[config.mk]
export PLATFORM = sky130hd
export DESIGN_NAME = pe_dmem_arbiter
export DESIGN_NICKNAME = d
export VERILOG_FILES = /design/src/rtl/pe_dmem_arbiter_pkg.sv /design/src/rtl/pe_dmem_starve_cnt.sv /design/src/rtl/pe_dmem_arbiter.sv
export SDC_FILE = /design/constraint.sdc
export NUM_CORES = 1
export LEC_CHECK = 0
export ABC_AREA = 1
export CORE_AREA = 10 10 112 114
export CTS_BUF_LIST = sky130_fd_sc_hd__clkbuf_8
export CTS_CLUSTER_DIAMETER = 40
export DETAILED_ROUTE_END_ITERATION = 6
export DIE_AREA = 0 0 122 124
export PLACE_DENSITY = 0.66
export SLEW_MARGIN = 5
export SYNTH_ARGS = -nofsm -noshare
export SYNTH_HDL_FRONTEND = slang
export SYNTH_SLANG_ARGS = --single-unit
export TNS_END_PERCENT = 5
[constraint.sdc]
create_clock -name iClk -period 3.7 [get_ports iClk]
set_input_delay 1.11 -clock iClk [delete_from_list [all_inputs] [get_ports iClk]]
set_output_delay 1.11 -clock iClk [all_outputs]
set_load 0.005 [all_outputs]
[src/rtl/pe_dmem_arbiter_pkg.sv]
// pe_dmem_arbiter_pkg: shared PE data-memory arbitration definitions.
//   - Default widths and limits for the PE DMEM arbiter.
//   - Arbiter state encodings (ARB_PE, ARB_DMA).
//   - Read-return owner encodings (none, PE, DMA).
// Optional feature macro used by importers: PE_DMEM_ARB_BURST_EN.
package pe_dmem_arbiter_pkg;

  localparam int unsigned DEF_PE_DATA_WIDTH = 32;
  localparam int unsigned DEF_STARVE_LIMIT  = 8;
  localparam int unsigned DEF_CNT_WIDTH     = 4;
  localparam int unsigned DEF_BURST_LEN     = 4;

  typedef enum logic {
    ARB_PE  = 1'b0,
    ARB_DMA = 1'b1
  } arb_state_t;

  typedef enum logic [1:0] {
    RD_NONE = 2'd0,
    RD_PE   = 2'd1,
    RD_DMA  = 2'd2
  } rd_owner_t;

endpackage

[src/rtl/pe_dmem_starve_cnt.sv]
// pe_dmem_starve_cnt: saturating starvation counter with threshold compare.
// Ports:
//   clk    in   clock, positive edge
//   reset  in   synchronous active-high reset
//   inc    in   a pending request lost arbitration this cycle
//   clr    in   request served or withdrawn; clear has priority over inc
//   hit    out  this cycle's increment reaches STARVE_LIMIT
module pe_dmem_starve_cnt #(
  parameter int unsigned CNT_WIDTH    = 4,
  parameter int unsigned STARVE_LIMIT = 8
) (
  input  logic clk,
  input  logic reset,
  input  logic inc,
  input  logic clr,
  output logic hit
);

  localparam logic [CNT_WIDTH-1:0] LIMIT = CNT_WIDTH'(STARVE_LIMIT);

  logic [CNT_WIDTH-1:0] cnt_q;
  logic [CNT_WIDTH-1:0] cnt_inc;

  always_comb begin
    cnt_inc = (cnt_q == '1) ? cnt_q : cnt_q + 1'b1;
    // Compare the post-increment value so the forced slot follows the
    // STARVE_LIMIT-th denial directly.
    hit     = inc && (cnt_inc >= LIMIT);
  end

  always_ff @(posedge clk) begin
    if (reset)    cnt_q <= '0;
    else if (clr) cnt_q <= '0;
    else if (inc) cnt_q <= cnt_inc;
  end

endmodule

[src/rtl/pe_dmem_arbiter.sv]
// pe_dmem_arbiter: shares the single-port PE data memory between the PE
// load/store path (AGU) and the DMA/host port.
//   - PE has priority; a starving DMA request is forced one slot (PE stalled).
//   - Read-return owner is registered so one-cycle read data goes back to
//     the requester that issued the read.
// Ports:
//   iClk, iReset                  clock, synchronous active-high reset
//   iAGU_*                        PE load/store request (pass-through)
//   oPE_Stall, oPE_Read_Data      PE stall and load return
//   iDMA_*                        DMA request, word address, write data
//   oDMA_Grant, oDMA_Read_*       DMA accept and read return
//   oDMEM_*, iDMEM_Read_Data      memory macro interface
// Optional macro PE_DMEM_ARB_BURST_EN: the forced DMA slot becomes a burst
// of up to BURST_LEN consecutive grants while iDMA_Req stays high.
module pe_dmem_arbiter
  import pe_dmem_arbiter_pkg::*;
#(
  parameter int unsigned DATA_WIDTH   = DEF_PE_DATA_WIDTH,
  parameter int unsigned STARVE_LIMIT = DEF_STARVE_LIMIT,
  parameter int unsigned CNT_WIDTH    = DEF_CNT_WIDTH,
  parameter int unsigned BURST_LEN    = DEF_BURST_LEN
) (
  input  logic                    iClk,
  input  logic                    iReset,
  input  logic                    iAGU_Write_Enable,
  input  logic                    iAGU_Read_Enable,
  input  logic [DATA_WIDTH/8-1:0] iAGU_Byte_Select,
  input  logic [DATA_WIDTH-1:0]   iAGU_Address,
  input  logic [DATA_WIDTH-1:0]   iAGU_Store_Data,
  output logic                    oPE_Stall,
  output logic [DATA_WIDTH-1:0]   oPE_Read_Data,
  input  logic                    iDMA_Req,
  input  logic                    iDMA_Write,
  input  logic [DATA_WIDTH-1:0]   iDMA_Address,
  input  logic [DATA_WIDTH-1:0]   iDMA_Data,
  output logic                    oDMA_Grant,
  output logic                    oDMA_Read_Valid,
  output logic [DATA_WIDTH-1:0]   oDMA_Read_Data,
  output logic                    oDMEM_Enable,
  output logic                    oDMEM_Write_Enable,
  output logic [DATA_WIDTH/8-1:0] oDMEM_Byte_Select,
  output logic [DATA_WIDTH-1:0]   oDMEM_Address,
  output logic [DATA_WIDTH-1:0]   oDMEM_Write_Data,
  input  logic [DATA_WIDTH-1:0]   iDMEM_Read_Data
);

  arb_state_t state_q, state_d;
  rd_owner_t  owner_q, owner_d;

  logic pe_req;
  logic pe_access;
  logic dma_grant;
  logic stall;
  logic starve_inc;
  logic starve_clr;
  logic starve_hit;
  logic burst_last;

  // Word-aligned DMA address: the low two bits never reach the memory.
  logic unused_dma_addr_lsb;
  assign unused_dma_addr_lsb = ^iDMA_Address[1:0];

  assign pe_req = iAGU_Write_Enable | iAGU_Read_Enable;

  pe_dmem_starve_cnt #(
    .CNT_WIDTH   (CNT_WIDTH),
    .STARVE_LIMIT(STARVE_LIMIT)
  ) u_starve_cnt (
    .clk  (iClk),
    .reset(iReset),
    .inc  (starve_inc),
    .clr  (starve_clr),
    .hit  (starve_hit)
  );

  assign starve_inc = (state_q == ARB_PE) && pe_req && iDMA_Req && !iReset;
  assign starve_clr = dma_grant || !iDMA_Req;

`ifdef PE_DMEM_ARB_BURST_EN
  logic [CNT_WIDTH-1:0] burst_q;

  assign burst_last = (burst_q == CNT_WIDTH'(BURST_LEN - 1));

  always_ff @(posedge iClk) begin
    if (iReset || state_d != ARB_DMA) burst_q <= '0;
    else if (dma_grant)               burst_q <= burst_q + 1'b1;
  end
`else
  // Single forced slot: every DMA-state grant is the last one.
  assign burst_last = 1'b1;
  logic unused_burst_len;
  assign unused_burst_len = (BURST_LEN == 0);
`endif

  always_comb begin
    state_d   = state_q;
    dma_grant = 1'b0;
    stall     = 1'b0;
    pe_access = 1'b0;
    // Arbitration is held off during reset so every output sits at its
    // reset value in the reset cycle.
    if (!iReset) begin
      case (state_q)
        ARB_PE: begin
          if (pe_req) begin
            pe_access = 1'b1;
            if (starve_hit) state_d = ARB_DMA;
          end else if (iDMA_Req) begin
            dma_grant = 1'b1;
          end
        end
        ARB_DMA: begin
          state_d = ARB_PE;
          if (iDMA_Req) begin
            dma_grant = 1'b1;
            stall     = pe_req;
            if (!burst_last) state_d = ARB_DMA;
          end else begin
            pe_access = pe_req;
          end
        end
        default: state_d = ARB_PE;
      endcase
    end
  end

  always_comb begin
    owner_d = RD_NONE;
    if (dma_grant && !iDMA_Write)                owner_d = RD_DMA;
    else if (pe_access && !iAGU_Write_Enable)    owner_d = RD_PE;
  end

  always_ff @(posedge iClk) begin
    if (iReset) begin
      state_q <= ARB_PE;
      owner_q <= RD_NONE;
    end else begin
      state_q <= state_d;
      owner_q <= owner_d;
    end
  end

  always_comb begin
    oDMA_Grant         = dma_grant;
    oPE_Stall          = stall;
    oDMEM_Enable       = dma_grant | pe_access;
    // Store wins over load: any asserted AGU write makes the access a write.
    oDMEM_Write_Enable = dma_grant ? iDMA_Write : (pe_access & iAGU_Write_Enable);
    oDMEM_Byte_Select  = dma_grant ? '1 : iAGU_Byte_Select;
    oDMEM_Address      = dma_grant ? {iDMA_Address[DATA_WIDTH-1:2], 2'b00} : iAGU_Address;
    oDMEM_Write_Data   = dma_grant ? iDMA_Data : iAGU_Store_Data;
  end

  // Return gated by reset too: a read granted just before reset never
  // produces a valid.
  always_comb begin
    oDMA_Read_Valid = (owner_q == RD_DMA) && !iReset;
    oDMA_Read_Data  = oDMA_Read_Valid ? iDMEM_Read_Data : '0;
    oPE_Read_Data   = ((owner_q == RD_PE) && !iReset) ? iDMEM_Read_Data : '0;
  end

endmodule

* Word level (Yosys, flattened, before mapping) *
Cells that the tools add are included.

word-level totals
  word-level logic and storage cells = 51
  register bits after elaboration = 7

cells by class
  bitwise operators = 4
  $add $sub $neg = 1
  reductions and logical operators = 15
  magnitude comparators = 1
  muxes and demuxes = 23
  equal/unequal tests = 3

operators by type and width
  kind                 number
  $mux 32              4
  $mux 1               13
  $logic_and 1x1->1    8
  $mux 4               2
  $pmux 1 s2           3
  $add 4x1->4 const B  1
  $eq 4x4->1 const B   1
  $ge 4x4->1 const B   1
  $logic_not 1->1      4
  $reduce_or 2->1      2
  $eq 2x1->1 const B   1
  $eq 2x2->1 const B   1
  $mux 2               1
  $or 1x1->1           2
  $and 1x1->1          1
  $logic_or 1x1->1     1
  $not 1->1            1

* Depth between registers and ports, before layout *
  depth after elaboration = 8
  gate-level depth with buffers = 8

* By module *
Synthesis repeated with hierarchy kept, for this count alone.

unflattened totals
  cell total of the unflattened synthesis = 380
  area total of the unflattened synthesis = 1,711.6 um^2

by module, submodules not included
  module              instances  cells an instance  area each (um^2)
  pe_dmem_arbiter     1          350                1,503.9
  pe_dmem_starve_cnt  1          30                 207.7

* Least setup slack after synthesis *
No wires, ideal clock.

  path type = input-to-output
  from = in iReset
  to = out oDMEM_Address[10]
  slack = 0.834 ns
  buffers on the path = 2
  required time = 2.590 ns
  arrival time = 1.756 ns
  stages = 7
  path through = inv_2 nand2_1 inv_2 buf_4 buf_4 nand3_1 nand2_1

between the ends
  word-level cells in the longest chain between the ends = 2

RTL lines
  element             line                    RTL
  start: declaration  pe_dmem_arbiter.sv:24   input logic iReset,
  $mux 1              pe_dmem_arbiter.sv:102  if (!iReset) begin
  $mux 32             pe_dmem_arbiter.sv:150  oDMEM_Address = dma_grant ? {iDMA_Address[DATA_WIDTH-1:2], 2'b00} : iAGU_Address;
  end: declaration    pe_dmem_arbiter.sv:42   output logic [DATA_WIDTH-1:0] oDMEM_Address,

No other way between the ends.

* Worst setup path after layout *
  from = in iAGU_Read_Enable
  to = out oDMEM_Address[9]

between the ends
  word-level cells in the longest chain between the ends = 5

RTL lines
  element             line                    RTL
  start: declaration  pe_dmem_arbiter.sv:26   input logic iAGU_Read_Enable,
  $or 1x1->1          pe_dmem_arbiter.sv:63   assign pe_req = iAGU_Write_Enable | iAGU_Read_Enable;
  $mux 1              pe_dmem_arbiter.sv:105  if (pe_req) begin
  $pmux 1 s2          pe_dmem_arbiter.sv:103  case (state_q)
  $mux 1              pe_dmem_arbiter.sv:102
  $mux 32             pe_dmem_arbiter.sv:150

No other way between the ends.

==> flow_summary.toml <==
[status]
status = "finished, violations left"
failed_checks = "negative setup slack"

[layout]
syn_to_final_growth_pct = 197
diodes = 0
final_cell_mix = "233 x clkdlybuf4s50_1, 140 x nand2_1, 73 x nor2_1"
drive_gt1_share_pct = 5.28
nets = 854
n_fill_cell = 1047
final_cells = 818
final_common_cell = "clkdlybuf4s50_1"
fin_area_um2 = 5100
multiInputGateArea_um2 = 1250
regArea_um2 = 140

[timing]
hold_viol = 0
fin_crit_sh_pct = 104
fin_skew_ns = 0.00483
finalCriticalPeriod_ns = 3.83
relSlewSlack_pct = 85.4
finalSetupViolations = 6
worstMarginPinSlew_ns = 0.220
setup_ws_ns = -0.130
finalMaxSlewViolations = 0
setup_tns_ns = -0.629
fmax_mhz = 261
rsz0062_at_grt = "true"

[floorplanning]
die_w_um = 122
initial_core_util_pct = 16.8
rows = 37
core_um2 = 10200
dieArea_um2 = 15100
die_h_um = 124
num_io_pins = 307

[worst_setup_path]
r2r_slack_ns = 2.67
worstSetupEndpoint = "oDMEM_Address[9]"
crit_start = "iAGU_Read_Enable"
crit_type = "input pin to output port"
ff2ff_path_depth = 4
crit_fanout = 10
endpoint_kind = "output port"
cp-start-kind = "input pin"
required_ns = 2.59
worstPathArrival_ns = 2.72

[global_routing]
grt_pass1_wl_um = 18800
grt_util_all_layers_pct = 15.7
grt_pass1_vias = 3371
antenna_found_initial = 0
grt_max_degree = 25
gr-total-overflow = 0

[synth]
seq_area_frac_synth_pct = 8.18
ys_warn_count = 0
synth_seq_cells = 7
ys_types = 17
syn-instance-count = 375
syn_nets = 546
syn_avg_cell_area_um2 = 4.57
netlist_area_um2 = 1710

[cts]
clk_pin_slew_ns = 0.04
cts_tree = "yes"
cts_buffers = 3
cts_num_sinks = 7
cts.root.buffer_cell = "clkbuf_8"
htreeDepth = 1
clk_path_buf_depth = 2
clk_latency_ns = 0.23
ctsHoldBuffers = 0

[placed_design]
place_congestion = 0.865
post_dp_cell_area_um2 = 4980
dp_cells = 811
dp_hpwl_um = 11700
port_buffers = 304

[job]
cap_violations = 0

[hold_path]
hold_class = "flop to flop"

[route]
drc = 0
drt_iter0_markers = 208
wl_per_cell_um = 16.7
drt-total-wl_um = 13700
vias_per_cell = 4.23
num_vias = 3462
ant_nets = 0
drt_first_pass_iters = 5

[pwr]
vdd_drop_max_mv = 0.116
p_leak_nw = 2.62
powerDensity_nw_per_um2 = 119
-- what timing repair did --
action / CTS / global route
pin swaps: 2 / 1
resized for setup: 72 / 22
hold endpoints to repair: 0 / 0
buffers inserted: 1 / 0
endpoints found under the setup margin: 114 / 25
gates cloned: 2 / 0
-- critical path, stage by stage --
cell	delay, ns
clkdlybuf4s50_1	0.48
inv_1	0.05
nand2_2	0.08
nand2_4	0.08
nand2_8	0.13
buf_6	0.15
nand2_1	0.06
nand2_1	0.06
clkdlybuf4s50_1	0.51
-- cells by family (layout without fill, tap and decap cells) --
family	count (synthesis)	after routing	synth area share, %
adder cells (fa/ha/maj)	1	1	0.730
AND/OR/NAND/NOR	288	288	69.9
buffers and inverters	74	381	19.8
flip-flops	7	7	8.17
AO/OA/AOI/OAI	5	5	1.46
-- layout make-up --
cell class | instances | area share [%]
repair buffers | 329 | 65.0
multi-input cells | 294 | 24.4
inverters | 48 | 3.63
well taps | 136 | 3.34
flip-flops and latches | 7 | 2.75
clock buffers | 3 | 0.810
clock inverters | 1 | 0.0736
-- how the worst min path moves through the flow --
stage / start / to / cells past startpoint
2_1_floorplan: flop / flop / 2
3_3_place_gp: flop / flop / 2
3_5_place_dp: flop / flop / 2
4_1_cts: flop / flop / 2
5_1_grt: flop / flop / 2
6_report: flop / flop / 2
-- stage by stage --
stage | power, mW | utilization, % | hold WS [ns] | setup slack [ns]
final | 0.605 | 49.8 | 0.520 | -0.130
after detailed placement | 0.524 | 48.7 | 0.516 | -0.276
after CTS | 0.615 | 49.4 | 0.522 | -0.195
after global routing | 0.651 | 49.8 | 0.552 | -0.242
after floorplan | 0.188 | - | 0.476 | 0.834
after global placement | 0.519 | 48.7 | 0.486 | -0.250
-- metal layers --
metal / vias up / wire length, um / track usage (%)
li1: 1752 / - / -
met1: 1528 / 4810 / 16.2
met2: 176 / 7510 / 31.3
met3: 6 / 1250 / 4.62
met4: 0 / 84 / 1.34
met5: - / 0 / 0
-- synth_stat cells (all sizes together) --
cell type / instances / area [um^2]
nand4: 4 / 25.0
buf: 20 / 136
nand3b: 2 / 15.0
nor2: 73 / 274
nand2: 144 / 558
ha: 1 / 12.5
inv: 48 / 180
a21oi: 4 / 20.0
o21ai: 1 / 5.00
nand3: 65 / 325
clkbuf: 6 / 22.5
dfxtp: 7 / 140
-- where the power goes --
group | switching (mW) | internal (mW)
Combinational | 0.148 | 0.273
Sequential | 0.00122 | 0.0773
Clock | 0.0343 | 0.0718
Power figures use the tool's default switching activity.
